## config.mk

```make
export PLATFORM = sky130hd
export DESIGN_NAME = tpu_sequencer_flat
export DESIGN_NICKNAME = d
export VERILOG_FILES = /design/src/rtl/tpu_sequencer_if.sv /design/src/rtl/tpu_sequencer.sv /design/src/flat_wrapper.sv
export SDC_FILE = /design/constraint.sdc
export NUM_CORES = 1
export LEC_CHECK = 0
export ABC_AREA = 0
export ABC_CLOCK_PERIOD_IN_PS = 4400
export CAP_MARGIN = 10
export CORE_MARGIN = 1
export CORE_UTILIZATION = 45
export DETAILED_ROUTE_END_ITERATION = 7
export SLEW_MARGIN = 20
export SYNTH_ARGS = -nofsm -noshare
export SYNTH_HDL_FRONTEND = slang
export SYNTH_SLANG_ARGS = --single-unit
export TNS_END_PERCENT = 20
```

## constraint.sdc

```tcl
create_clock -name clk -period 4.4 [get_ports clk]
set_clock_uncertainty 0.1 [all_clocks]
set_input_delay 0.66 -clock clk [delete_from_list [all_inputs] [get_ports clk]]
set_output_delay 0.66 -clock clk [all_outputs]
set_load 0.1 [all_outputs]
```

## src/rtl/tpu_sequencer_if.sv

```systemverilog
// Host/DMA, activation-buffer write and TPU-system flag signals of the layer sequencer.
interface tpu_sequencer_if #(
  parameter int dataSize      = 8,
  parameter int numAddrBuffer = 8,
  parameter int tileW         = 2
);
  logic [15:0]              cfg_ifmap_width;
  logic [7:0]               cfg_num_tiles;
  logic                     cmd_start;
  logic                     cmd_busy;
  logic                     cmd_done;
  logic                     cmd_err;
  logic                     s_valid;
  logic [dataSize-1:0]      s_data;
  logic                     s_ready;
  logic                     wr_en;
  logic [numAddrBuffer-1:0] wr_addr;
  logic [dataSize-1:0]      wr_data;
  logic                     ctrl_start;
  logic                     sys_flag_done;
  logic                     sys_flag_valid;
  logic [tileW-1:0]         weight_sel;
  logic [15:0]              tile_valid_cnt;

  modport slave (
    input  cfg_ifmap_width, cfg_num_tiles, cmd_start, s_valid, s_data,
           sys_flag_done, sys_flag_valid,
    output cmd_busy, cmd_done, cmd_err, s_ready, wr_en, wr_addr, wr_data,
           ctrl_start, weight_sel, tile_valid_cnt
  );

  modport master (
    output cfg_ifmap_width, cfg_num_tiles, cmd_start, s_valid, s_data,
           sys_flag_done, sys_flag_valid,
    input  cmd_busy, cmd_done, cmd_err, s_ready, wr_en, wr_addr, wr_data,
           ctrl_start, weight_sel, tile_valid_cnt
  );
endinterface

```

## src/rtl/tpu_sequencer.sv

```systemverilog
// Layer controller: loads one ifmap into the activation buffer, then runs the
// systolic system once per weight tile with a per-run watchdog.
module tpu_sequencer #(
  parameter int dataSize      = 8,
  parameter int kernelWidth   = 3,
  parameter int numRegister   = 256,
  parameter int numTiles      = 4,
  parameter int timeoutCycles = 1024
) (
  input  logic           clk,
  input  logic           nrst,
  tpu_sequencer_if.slave bus
);
  localparam int numAddrBuffer = $clog2(numRegister);
  localparam int cntW  = numAddrBuffer + 1;
  localparam int tileW = (numTiles > 1) ? $clog2(numTiles) : 1;
  localparam int wdW   = $clog2(timeoutCycles + 1);

  localparam logic [2:0] IDLE   = 3'd0;
  localparam logic [2:0] LOAD   = 3'd1;
  localparam logic [2:0] SETTLE = 3'd2;
  localparam logic [2:0] START  = 3'd3;
  localparam logic [2:0] RUN    = 3'd4;
  localparam logic [2:0] NEXT   = 3'd5;
  localparam logic [2:0] DONE   = 3'd6;

  logic [2:0]               state;
  logic [cntW-1:0]          word_cnt, last_word;
  logic [tileW-1:0]         tile, last_tile;
  logic [15:0]              vcnt, vcnt_nx, tile_valid_cnt;
  logic [wdW-1:0]           wdog;
  logic                     cmd_err, wr_en;
  logic [numAddrBuffer-1:0] wr_addr;
  logic [dataSize-1:0]      wr_data;

  logic [31:0] wsq, tiles_m1;
  logic        cfg_bad, hs, timeout;

  always_comb begin
    wsq     = {16'd0, bus.cfg_ifmap_width} * {16'd0, bus.cfg_ifmap_width};
    cfg_bad = (bus.cfg_ifmap_width < 16'(kernelWidth)) || (wsq > 32'(numRegister));
    tiles_m1 = 32'd0;
    if (bus.cfg_num_tiles == 8'd0)
      tiles_m1 = 32'd0;
    else if (32'(bus.cfg_num_tiles) > 32'(numTiles))
      tiles_m1 = 32'(numTiles - 1);
    else
      tiles_m1 = 32'(bus.cfg_num_tiles) - 32'd1;
    hs      = (state == LOAD) && bus.s_valid;
    vcnt_nx = (bus.sys_flag_valid && vcnt != 16'hFFFF) ? vcnt + 16'd1 : vcnt;
    timeout = (wdog == wdW'(timeoutCycles - 1));
  end

  always_ff @(posedge clk or negedge nrst) begin
    if (!nrst) begin
      state          <= IDLE;
      word_cnt       <= '0;
      last_word      <= '0;
      tile           <= '0;
      last_tile      <= '0;
      vcnt           <= '0;
      wdog           <= '0;
      tile_valid_cnt <= '0;
      cmd_err        <= 1'b0;
      wr_en          <= 1'b0;
      wr_addr        <= '0;
      wr_data        <= '0;
    end else begin
      cmd_err <= 1'b0;
      wr_en   <= 1'b0;
      case (state)
        IDLE: if (bus.cmd_start) begin
          if (cfg_bad) cmd_err <= 1'b1;
          else begin
            last_word <= cntW'(wsq - 32'd1);
            last_tile <= tileW'(tiles_m1);
            word_cnt  <= '0;
            tile      <= '0;
            state     <= LOAD;
          end
        end
        LOAD: if (hs) begin
          wr_en    <= 1'b1;
          wr_addr  <= word_cnt[numAddrBuffer-1:0];
          wr_data  <= bus.s_data;
          word_cnt <= word_cnt + 1'b1;
          if (word_cnt == last_word) state <= SETTLE;
        end
        SETTLE: state <= START;
        START: begin
          vcnt  <= '0;
          wdog  <= '0;
          state <= RUN;
        end
        RUN: begin
          vcnt <= vcnt_nx;
          wdog <= wdog + 1'b1;
          // done has priority over a watchdog expiring in the same cycle
          if (bus.sys_flag_done) begin
            tile_valid_cnt <= vcnt_nx;
            state          <= NEXT;
          end else if (timeout) begin
            cmd_err <= 1'b1;
            state   <= IDLE;
          end
        end
        NEXT: begin
          if (tile == last_tile) state <= DONE;
          else begin
            tile  <= tile + 1'b1;
            state <= SETTLE;
          end
        end
        DONE:    state <= IDLE;
        default: state <= IDLE;
      endcase
    end
  end

  assign bus.cmd_busy       = (state != IDLE);
  assign bus.cmd_done       = (state == DONE);
  assign bus.cmd_err        = cmd_err;
  assign bus.s_ready        = (state == LOAD);
  assign bus.wr_en          = wr_en;
  assign bus.wr_addr        = wr_addr;
  assign bus.wr_data        = wr_data;
  assign bus.ctrl_start     = (state == START);
  assign bus.weight_sel     = tile;
  assign bus.tile_valid_cnt = tile_valid_cnt;
endmodule
```

## src/flat_wrapper.sv

```systemverilog
// flat-port wrapper written by rule: the top's interface ports become plain ports
module tpu_sequencer_flat 
#(
  parameter int dataSize      = 8,
  parameter int kernelWidth   = 3,
  parameter int numRegister   = 256,
  parameter int numTiles      = 4,
  parameter int timeoutCycles = 1024
)
  (clk, nrst, bus_cfg_ifmap_width, bus_cfg_num_tiles, bus_cmd_start, bus_s_valid, bus_s_data, bus_sys_flag_done, bus_sys_flag_valid, bus_cmd_busy, bus_cmd_done, bus_cmd_err, bus_s_ready, bus_wr_en, bus_wr_addr, bus_wr_data, bus_ctrl_start, bus_weight_sel, bus_tile_valid_cnt);
  tpu_sequencer_if #(.dataSize(dataSize)) bus_i ();
  input  logic clk;
  input  logic nrst;
  input wire logic [$bits(bus_i.cfg_ifmap_width)-1:0] bus_cfg_ifmap_width;
  input wire logic [$bits(bus_i.cfg_num_tiles)-1:0] bus_cfg_num_tiles;
  input wire logic [$bits(bus_i.cmd_start)-1:0] bus_cmd_start;
  input wire logic [$bits(bus_i.s_valid)-1:0] bus_s_valid;
  input wire logic [$bits(bus_i.s_data)-1:0] bus_s_data;
  input wire logic [$bits(bus_i.sys_flag_done)-1:0] bus_sys_flag_done;
  input wire logic [$bits(bus_i.sys_flag_valid)-1:0] bus_sys_flag_valid;
  output wire logic [$bits(bus_i.cmd_busy)-1:0] bus_cmd_busy;
  output wire logic [$bits(bus_i.cmd_done)-1:0] bus_cmd_done;
  output wire logic [$bits(bus_i.cmd_err)-1:0] bus_cmd_err;
  output wire logic [$bits(bus_i.s_ready)-1:0] bus_s_ready;
  output wire logic [$bits(bus_i.wr_en)-1:0] bus_wr_en;
  output wire logic [$bits(bus_i.wr_addr)-1:0] bus_wr_addr;
  output wire logic [$bits(bus_i.wr_data)-1:0] bus_wr_data;
  output wire logic [$bits(bus_i.ctrl_start)-1:0] bus_ctrl_start;
  output wire logic [$bits(bus_i.weight_sel)-1:0] bus_weight_sel;
  output wire logic [$bits(bus_i.tile_valid_cnt)-1:0] bus_tile_valid_cnt;
  assign bus_i.cfg_ifmap_width = bus_cfg_ifmap_width;
  assign bus_i.cfg_num_tiles = bus_cfg_num_tiles;
  assign bus_i.cmd_start = bus_cmd_start;
  assign bus_i.s_valid = bus_s_valid;
  assign bus_i.s_data = bus_s_data;
  assign bus_i.sys_flag_done = bus_sys_flag_done;
  assign bus_i.sys_flag_valid = bus_sys_flag_valid;
  assign bus_cmd_busy = bus_i.cmd_busy;
  assign bus_cmd_done = bus_i.cmd_done;
  assign bus_cmd_err = bus_i.cmd_err;
  assign bus_s_ready = bus_i.s_ready;
  assign bus_wr_en = bus_i.wr_en;
  assign bus_wr_addr = bus_i.wr_addr;
  assign bus_wr_data = bus_i.wr_data;
  assign bus_ctrl_start = bus_i.ctrl_start;
  assign bus_weight_sel = bus_i.weight_sel;
  assign bus_tile_valid_cnt = bus_i.tile_valid_cnt;
  tpu_sequencer #(.dataSize(dataSize), .kernelWidth(kernelWidth), .numRegister(numRegister), .numTiles(numTiles), .timeoutCycles(timeoutCycles)) u_core (.clk(clk), .nrst(nrst), .bus(bus_i));
endmodule
```

==> reports/qor.csv <==
metric,value,unit
"FF+latch count, synth",85,
Max H-tree Level,3,
worst-path fanout max,8,
syn_nets,1652,
IO Pins,78,
CP Launch Type,input pin,
CTS Buf Count,9,
die height,164,µm
DRC viols,0,
CTS tree,built,
CP Data Arrival Time,7190,ps
Worst Slack Setup Final,-2670,ps
vias in the first global route,10400,
GPL Wtd Cong,0.911,
GRT busiest layer,met2,
initial antenna violation count,0,
RSZ-0062 raised after global routing,yes,
Clock Latency Late Sink,340,ps
Final TNS setup,-59230,ps
First DRT Iteration DRCs,481,
MaxCap Viol Count,0,
M3 GR Usage,0.0167,
type of the worst setup path,in -> reg,
CP required,4520,ps
Post-synth EDFFs,0,
Crit path top cell by count,fa_1,
sequential area share after synthesis,0.181,
Final Hold Fails,0,
syn_area_per_cell,8.74,µm²
post-synth cell types,70,
clock slew at reported path FFs,60,ps
Worst Reg-to-Reg Cells,10,
Starting Density,0.464,
die width,164,µm
root buffer cell,clkbuf_16,
Post-Route WL,28500,µm
Achievable Freq,0.141,GHz
Ant. Diodes,0,
flop2flop setup slack,1440,ps
reg-to-reg endpoint,u_core.vcnt[9]$_DFFE_PN0P_,
first-pass GRT wire length,48800,µm
Final Cell Area,15700,µm²
share of post-route cells with drive strength above 1,0.253,
Worst-Margin Slew,1010,ps
final net count,1937,
routed via count,10100,
Tcrit/Tclk final,1.61,
"FFs w/ async S/R, synth",1.00,
hpwl dp,23100,µm
met1 Use GR,0.299,
Ys Warns,0,
Port Buf Inserts,77,
Area Overhead vs Synth,33.3,%
status,"complete, but fails checks",
Post-Syn Instances,1348,
Util after Layout,0.618,
Via-to-Cell Ratio,5.11,
critical path endpoint category,flip-flop,
met2 GRT Util,0.396,
clock sinks,85,
Core ar.,25400,µm²
min Tclk post-route,7070,ps
largest net degree at the start of global routing,86,
CTS Buffer Depth,2,
die footprint,26800,µm²
Hold Crit Class,in -> async,
worst rel slew slack,0.326,
placed instance area,14500,µm²
post-route antenna net violation count,0,
Netlist Area Pre-Place,11800,µm²
Worst path slowest cell,fa_1,
"slowest stage delay, CP",540,ps
drt pass-1 iters,7,
Final Setup Violations,23,
total global-route track usage,0.225,
DR WL/cell,14.5,µm
Synth Flop Type,dfrtp_1,
fin. max-slew vios,0,
FF-to-FF Start,u_core.vcnt[5]$_DFFE_PN0P_,
failing checks,setup timing,
GRT overflow,0,
row cnt,58,
==> metal layers <==
layer / part of all wire / routed length, µm
met1: 0.45 / 12900
met2: 0.49 / 14000
met3: 0.033 / 951
met4: 0.022 / 638
met5: 0 / 0
==> cells in the final DEF (no fill, tap or decap), types with 9 or more instances in the layout <==
cell             instances
clkdlybuf4s50_1         60
xor2_1                  25
and2_1                  45
a21o_1                   9
o21ai_0                 54
a21oi_2                 10
nand4_1                 20
and2_4                  10
mux2_4                  10
fa_1                   155
inv_2                   17
inv_1                  219
nand3_1                 21
ha_4                    15
dfrtp_1                 85
nand2_1                173
buf_4                  225
ha_1                    86
xnor2_1                 35
clkbuf_16               10
nor3_1                   9
a21oi_1                 42
buf_6                   22
nor2_1                  73
and3_1                  13
==> cell type report <==
| cell class | instances | area [µm²] |
|---|---|---|
| Tap cell | 330 | 413 |
| Timing Repair Buffer | 330 | 2820 |
| Multi-Input combinational cell | 971 | 9160 |
| Clock inverter | 6 | 55.1 |
| Sequential cell | 85 | 2130 |
| Inverter | 236 | 886 |
| Clock buffer | 10 | 239 |
| Fill cell | 2160 | 9710 |
==> worst max-delay path by stage <==
stage / to / slack, ps / cells after the start / start
detailed placement: u_core.last_tile[0]$_DFFE_PN0P_ / -3730 / 27 / bus_cfg_ifmap_width[1]
floorplan: u_core.last_tile[0]$_DFFE_PN0P_ / -2930 / 27 / bus_cfg_ifmap_width[1]
CTS: u_core.last_word[3]$_DFFE_PN0P_ / -2910 / 27 / bus_cfg_ifmap_width[10]
global placement: u_core.last_word[2]$_DFFE_PN0P_ / -3560 / 23 / bus_cfg_ifmap_width[14]
finish: u_core.last_word[1]$_DFFE_PN0P_ / -2670 / 25 / bus_cfg_ifmap_width[13]
global route: u_core.last_word[1]$_DFFE_PN0P_ / -2900 / 25 / bus_cfg_ifmap_width[13]
==> metrics by stage <==
stage | hold WS [ps] | setup slack (ps) | cells
after global placement | 355 | -3560 | 1917
after CTS | 377 | -2910 | 1952
after detailed placement | 362 | -3730 | 1917
after floorplan | 264 | -2930 | 1348
final | 269 | -2670 | 1968
after global routing | 337 | -2900 | 1968
==> timing repair <==
item | CTS | global route
pin swaps | 62 | 63
gates resized for setup | 134 | 90
setup endpoints to repair | 23 | 23
hold buffers | 0 | 0
cloned | 2 | 0
hold endpoints to repair | 0 | 0
buffers inserted | 17 | 20
==> cell families (layout without fill, tap and decap cells) <==
kind of cell / Yosys count / in the layout / synth area share
and+or+nand+nor: 433 / 433 / 0.174
buffers and inverters: 292 / 582 / 0.0941
adders and majority gates: 267 / 267 / 0.387
AOI/OAI and AO/OA: 193 / 193 / 0.103
DFF: 85 / 85 / 0.181
xor gates and xnor gates: 60 / 60 / 0.0446
muxes: 18 / 18 / 0.0165
==> registers in the layout, summed over array words and instances (netlist names) <==
register and cells:
u_core.bus.cmd_err 1, u_core.bus.tile_valid_cnt 16, u_core.bus.weight_sel 2, u_core.last_word 8, u_core.word_cnt 9, u_core.bus.wr_data 8
u_core.bus.wr_addr 8, u_core.wdog 11, u_core.last_tile 2, u_core.state 3, u_core.vcnt 16, u_core.bus.wr_en 1
==> worst max-delay path: cells and delay by family <==
kind            cells  cell delay (ps)
mux                 1              290
simple gates        7             1510
buf+inv             8              920
compound gates      2              500
fa+ha+maj           7             3300
==> synthesized netlist by cell type (3+ instances only) <==
cell type / instances / area share
o21bai_1: 3 / 0.0019
fa_1: 163 / 0.28
o21ai_1: 8 / 0.0034
and4_1: 8 / 0.0059
nand4_1: 20 / 0.011
and3_1: 13 / 0.0069
a31oi_1: 7 / 0.0037
or3_1: 6 / 0.0032
nand2b_1: 8 / 0.0042
or2_2: 4 / 0.0021
o21a_1: 3 / 0.0019
nor4_1: 7 / 0.0037
mux2i_1: 7 / 0.0059
nor2_1: 76 / 0.024
clkbuf_1: 51 / 0.016
or4_1: 4 / 0.0025
xor2_1: 25 / 0.019
a21oi_1: 53 / 0.023
dfrtp_1: 85 / 0.18
nand2_1: 188 / 0.060
o22ai_1: 3 / 0.0016
inv_1: 236 / 0.075
ha_1: 103 / 0.11
xnor2_1: 35 / 0.026
o31ai_1: 6 / 0.0038
o211ai_1: 7 / 0.0045
mux2_1: 10 / 0.0096
and2_1: 55 / 0.029
a21o_1: 9 / 0.0057
a211oi_1: 6 / 0.0038
o21ai_0: 57 / 0.024
nand3_1: 22 / 0.0093
nor3_1: 13 / 0.0055
nor2b_1: 4 / 0.0021
Power is left out: the tool's default activity adds up to more than one toggle a clock period on the data nets, which glitch-free logic cannot reach.
==> edit 1, RTL diff (same settings) <==
Make the reset (`nrst`) synchronous in one clocked block.
--- a/src/rtl/tpu_sequencer.sv
+++ b/src/rtl/tpu_sequencer.sv
@@ -51,7 +51,7 @@
     timeout = (wdog == wdW'(timeoutCycles - 1));
   end
 
-  always_ff @(posedge clk or negedge nrst) begin
+  always_ff @(posedge clk) begin
     if (!nrst) begin
       state          <= IDLE;
       word_cnt       <= '0;
Check against the original RTL: differs if nrst is asserted again (counterexample within 4 cycles, from zero or initial values and one cycle with nrst low); with nrst held inactive, the same outputs for 10 cycles.
==> edit 1 against the unedited design <==
  * The flow still finishes with violations (setup timing)
  * Routed wire length grew 0.17%
  * Worst setup slack gained 180 ps
  * Design area shrank 0.45%
  * Hold slack gained 96 ps
  * Area after synthesis grew 0.24%
  * Global-route usage shrank 0.13 points
  * Sequential cell count is the same
  * Register-to-register slack gained 220 ps
  * Maximum frequency grew 2.6%
  * Critical endpoint is now u_core.last_word[7]
  * Highest routed layer unchanged
Power is left out: the tool's default activity adds up to more than one toggle a clock period on the data nets, which glitch-free logic cannot reach.
==> edit 1: results (changes against the unedited design) <==
status: "finished, violations left"  # unchanged
violations: "setup timing"  # unchanged
ys.flop_type: "dfxtp_1"  # was dfrtp_1
wl_met3_um: 575  # was 951 µm
synth.distinct_cells: 74  # was 70
met1_length_um: 13300  # was 12,900 µm
dr.pass1.iters: 4  # was 7
hpwlAfterDp_um: 22700  # was 23,100 µm
synthTopCellsByArea: "fa_1 28%, dfxtp_1 14%, ha_1 11%"  # was fa_1 28%, dfrtp_1 18%, ha_1 11%
grt_pass1_wl_um: 48700  # was 48,800 µm
setup_tns_ps: -55240  # was -59,230 ps
worstMarginPinSlew_ps: 1010  # about the same
antenna_found_initial: 0  # unchanged
grt_max_degree: 50  # was 86
place_inst: 1926  # was 1,917
htreeDepth: 3  # unchanged
path_max_fanout: 6  # was 8
postSynthCellCount: 1387  # was 1,348
pre_cts_slack_ps: -3440  # was -3730 ps
wire_per_inst_um: 14.4  # was 14.5 µm
arrival_ps: 7020  # was 7190 ps
num_vias: 10100  # about the same
gr-usage-met3_pct: 2.37  # was 1.67%
dr_wl_met2_um: 14500  # was 14,000 µm
fin_ws_ps: -2490  # was -2670 ps
drive_above_1_share_pct: 24.9  # was 25.3%
synth_commonest_cells: "235 x inv_1, 188 x nand2_1, 163 x fa_1"  # was 236 x inv_1, 188 x nand2_1, 163 x fa_1
dpl_cell_area_um2: 14500  # about the same
setup_viol: 23  # unchanged
async_flop_share_pct: 0  # was 100%
drt_first_iter_violations: 345  # was 481
grtUsageMet2_pct: 40.3  # was 39.6%
syn_nets: 1689  # was 1,652
nets: 1957  # was 1,937
clkTransAtPathRegs_ps: 60  # about the same
diodes: 0  # unchanged
nFillCells: 2229  # was 2,160
gp_congestion: 0.884  # was 0.911
hp-class: "reg2reg"  # was in2async
ys_seq_area_share_pct: 14.4  # was 18.1%
fin_cells: 1990  # was 1,968
-- edit 1: cell type report --
cell class                      instances  area [µm²]  area share [%]
Multi-Input combinational cell       1003        9540            61.1
Timing Repair Buffer                  321        2760            17.7
Sequential cell                        85        1700            10.9
Inverter                              235         887            5.68
Tap cell                              330         413            2.64
Clock buffer                           10         229            1.47
Clock inverter                          6        87.6           0.561
-- edit 1: logic make-up (layout without fill, tap and decap cells) --
logic type / after synthesis / in the layout / share of synthesized area [%]
AOI/OAI and AO/OA: 221 / 221 / 13.2
xor gates and xnor gates: 56 / 56 / 4.15
adders and majority gates: 266 / 266 / 38.5
buffers and inverters: 299 / 572 / 9.99
DFF: 85 / 85 / 14.4
muxes: 5 / 5 / 0.435
and+or+nand+nor: 455 / 455 / 19.3
-- edit 1: repair_timing --
action / 4_1_cts / 5_1_grt
setup endpoints to repair: 23 / 23
resized for setup: 123 / 46
pin swaps: 56 / 54
endpoints found under the hold margin: 0 / 0
buffers inserted: 34 / 16
-- edit 1: final timing paths --
path,start,to,slack [ps],cells after the start
max,bus_cfg_ifmap_width[9],u_core.last_word[7],-2490,27
min reg2reg,u_core.bus.wr_addr[5],u_core.bus.wr_addr[5],370,2
min,u_core.bus.wr_addr[5],u_core.bus.wr_addr[5],370,2
max reg2reg,u_core.vcnt[6],u_core.bus.tile_valid_cnt[15],1660,10
-- edit 1: worst max-delay path: stages --
cell and delay (ps):
buf_8 100, buf_6 120, and2_4 140, fa_1 550, inv_2 40, fa_1 470
inv_1 50, fa_1 520, inv_2 40, fa_1 490, inv_2 40, fa_1 470
inv_1 50, fa_1 490, inv_2 50, ha_4 260, a21oi_4 230, o221ai_4 160
a21o_1 220, or3_1 340, a222oi_1 290, o2111ai_2 200, nor4_4 260, buf_4 160
nand4_4 110, or3b_1 400, o211a_1 110
==> edit 2, RTL diff (config.mk and constraints unchanged) <==
Without the edit above. `timeoutCycles` is set to 1024 in 2 places; all go to 512.
--- a/src/rtl/tpu_sequencer.sv
+++ b/src/rtl/tpu_sequencer.sv
@@ -5,7 +5,7 @@
   parameter int kernelWidth   = 3,
   parameter int numRegister   = 256,
   parameter int numTiles      = 4,
-  parameter int timeoutCycles = 1024
+  parameter int timeoutCycles = 512
 ) (
   input  logic           clk,
   input  logic           nrst,
--- a/src/flat_wrapper.sv
+++ b/src/flat_wrapper.sv
@@ -5,7 +5,7 @@
   parameter int kernelWidth   = 3,
   parameter int numRegister   = 256,
   parameter int numTiles      = 4,
-  parameter int timeoutCycles = 1024
+  parameter int timeoutCycles = 512
 )
   (clk, nrst, bus_cfg_ifmap_width, bus_cfg_num_tiles, bus_cmd_start, bus_s_valid, bus_s_data, bus_sys_flag_done, bus_sys_flag_valid, bus_cmd_busy, bus_cmd_done, bus_cmd_err, bus_s_ready, bus_wr_en, bus_wr_addr, bus_wr_data, bus_ctrl_start, bus_weight_sel, bus_tile_valid_cnt);
   tpu_sequencer_if #(.dataSize(dataSize)) bus_i ();
Function: same outputs for any inputs over 10 cycles, from zero or initial values and one cycle with nrst low; that may be too few to reach the edited logic, so the function may still have changed.
==> edit 2 against the unedited design <==
  * The flow still finishes with violations (setup timing)
  * Routed wire length is 8.6% higher
  * Design area is 5.1% higher
  * Worst setup slack better by 130 ps
  * First-iteration DRC count is 9.8% lower
  * Sequential cell count is 1 lower
  * Area after synthesis is 0.54% higher
  * Largest cell class unchanged
  * Highest routed layer unchanged
Power is not shown: default switching activity piles up to over one toggle a cycle in this logic, so the estimate is an artifact.
==> edit 2: results (changes against the unedited design) <==
status: "finished, violations left"  # unchanged
violations: "setup timing"  # unchanged
num-nonclk-buffers: 364  # was 330
fin_cells: 2014  # was 1,968
multi_input_cells: 979  # was 971
drive_above_1_share_pct: 30.6  # was 25.3%
syn_nets: 1658  # was 1,652
grtUsageMet2_pct: 42.9  # was 39.6%
fin_ws_ps: -2540  # was -2670 ps
seq_share_pct: 12.7  # was 13.6%
reg.largest.list: "u_core.bus.tile_valid_cnt: 16 flops, u_core.vcnt: 16 flops, u_core.wdog: 10 flops"  # was u_core.bus.tile_valid_cnt: 16 flops, u_core.vcnt: 16 flops, u_core.wdog: 11 flops
setup_viol: 23  # unchanged
grtUsageMet1_pct: 31.8  # was 29.9%
multi_input_area_share_pct: 57.7  # was 58.4%
synthMuxAreaShare_pct: 1.48  # was 1.65%
path_max_fanout: 6  # was 8
avgSynthCellArea_um2: 8.76  # was 8.74 µm²
wl_um: 31000  # was 28,500 µm
clock_area_share_pct: 1.72  # was 1.87%
gr-usage-met3_pct: 1.97  # was 1.67%
ys_seq_area_share_pct: 17.8  # was 18.1%
place_inst: 1924  # was 1,917
postCtsResizedCells: 210  # was 134
yosys.area_share.adder_pct: 38.8  # was 38.7%
slew_headroom_pct: 30.3  # was 32.6%
dr_wl_met2_um: 15500  # was 14,000 µm
nFillCells: 2128  # was 2,160
clkSinkCount: 84  # was 85
synth_commonest_cells: "236 x inv_1, 201 x nand2_1, 163 x fa_1"  # was 236 x inv_1, 188 x nand2_1, 163 x fa_1
post_cts_buffers: 57  # was 17
gp_congestion: 0.866  # was 0.911
synthTopCellsByArea: "fa_1 28%, dfrtp_1 18%, ha_1 11%"  # unchanged
track_usage_pct: 24.3  # was 22.5%
drt_first_iter_violations: 434  # was 481
hpwlAfterDp_um: 23400  # was 23,100 µm
arrival_ps: 7060  # was 7190 ps
==> edit 2: stage by stage <==
step	util, %	area, µm²	TNS, ps	hold slack [ps]	worst slack [ps]
5_1_grt	63.6	16500	-60340	262	-2740
6_report	63.6	16500	-55830	213	-2540
4_1_cts	62.5	16200	-55130	233	-2490
3_5_place_dp	56.6	14700	-76540	362	-3410
2_1_floorplan	-	12200	-52040	264	-2390
3_3_place_gp	56.6	14700	-78270	357	-3460
==> edit 2: final timing paths <==
kind                                         from                            end  slack [ps]
max in group asynchronous                    nrst             u_core.word_cnt[2]        3010
min reg2reg                 u_core.bus.wr_addr[0]          u_core.bus.wr_addr[0]         370
max reg2reg                        u_core.vcnt[7]  u_core.bus.tile_valid_cnt[13]        1400
min in group clk            u_core.bus.wr_addr[0]          u_core.bus.wr_addr[0]         370
min                                          nrst               u_core.bus.wr_en         210
max                        bus_cfg_ifmap_width[1]            u_core.last_word[6]       -2540
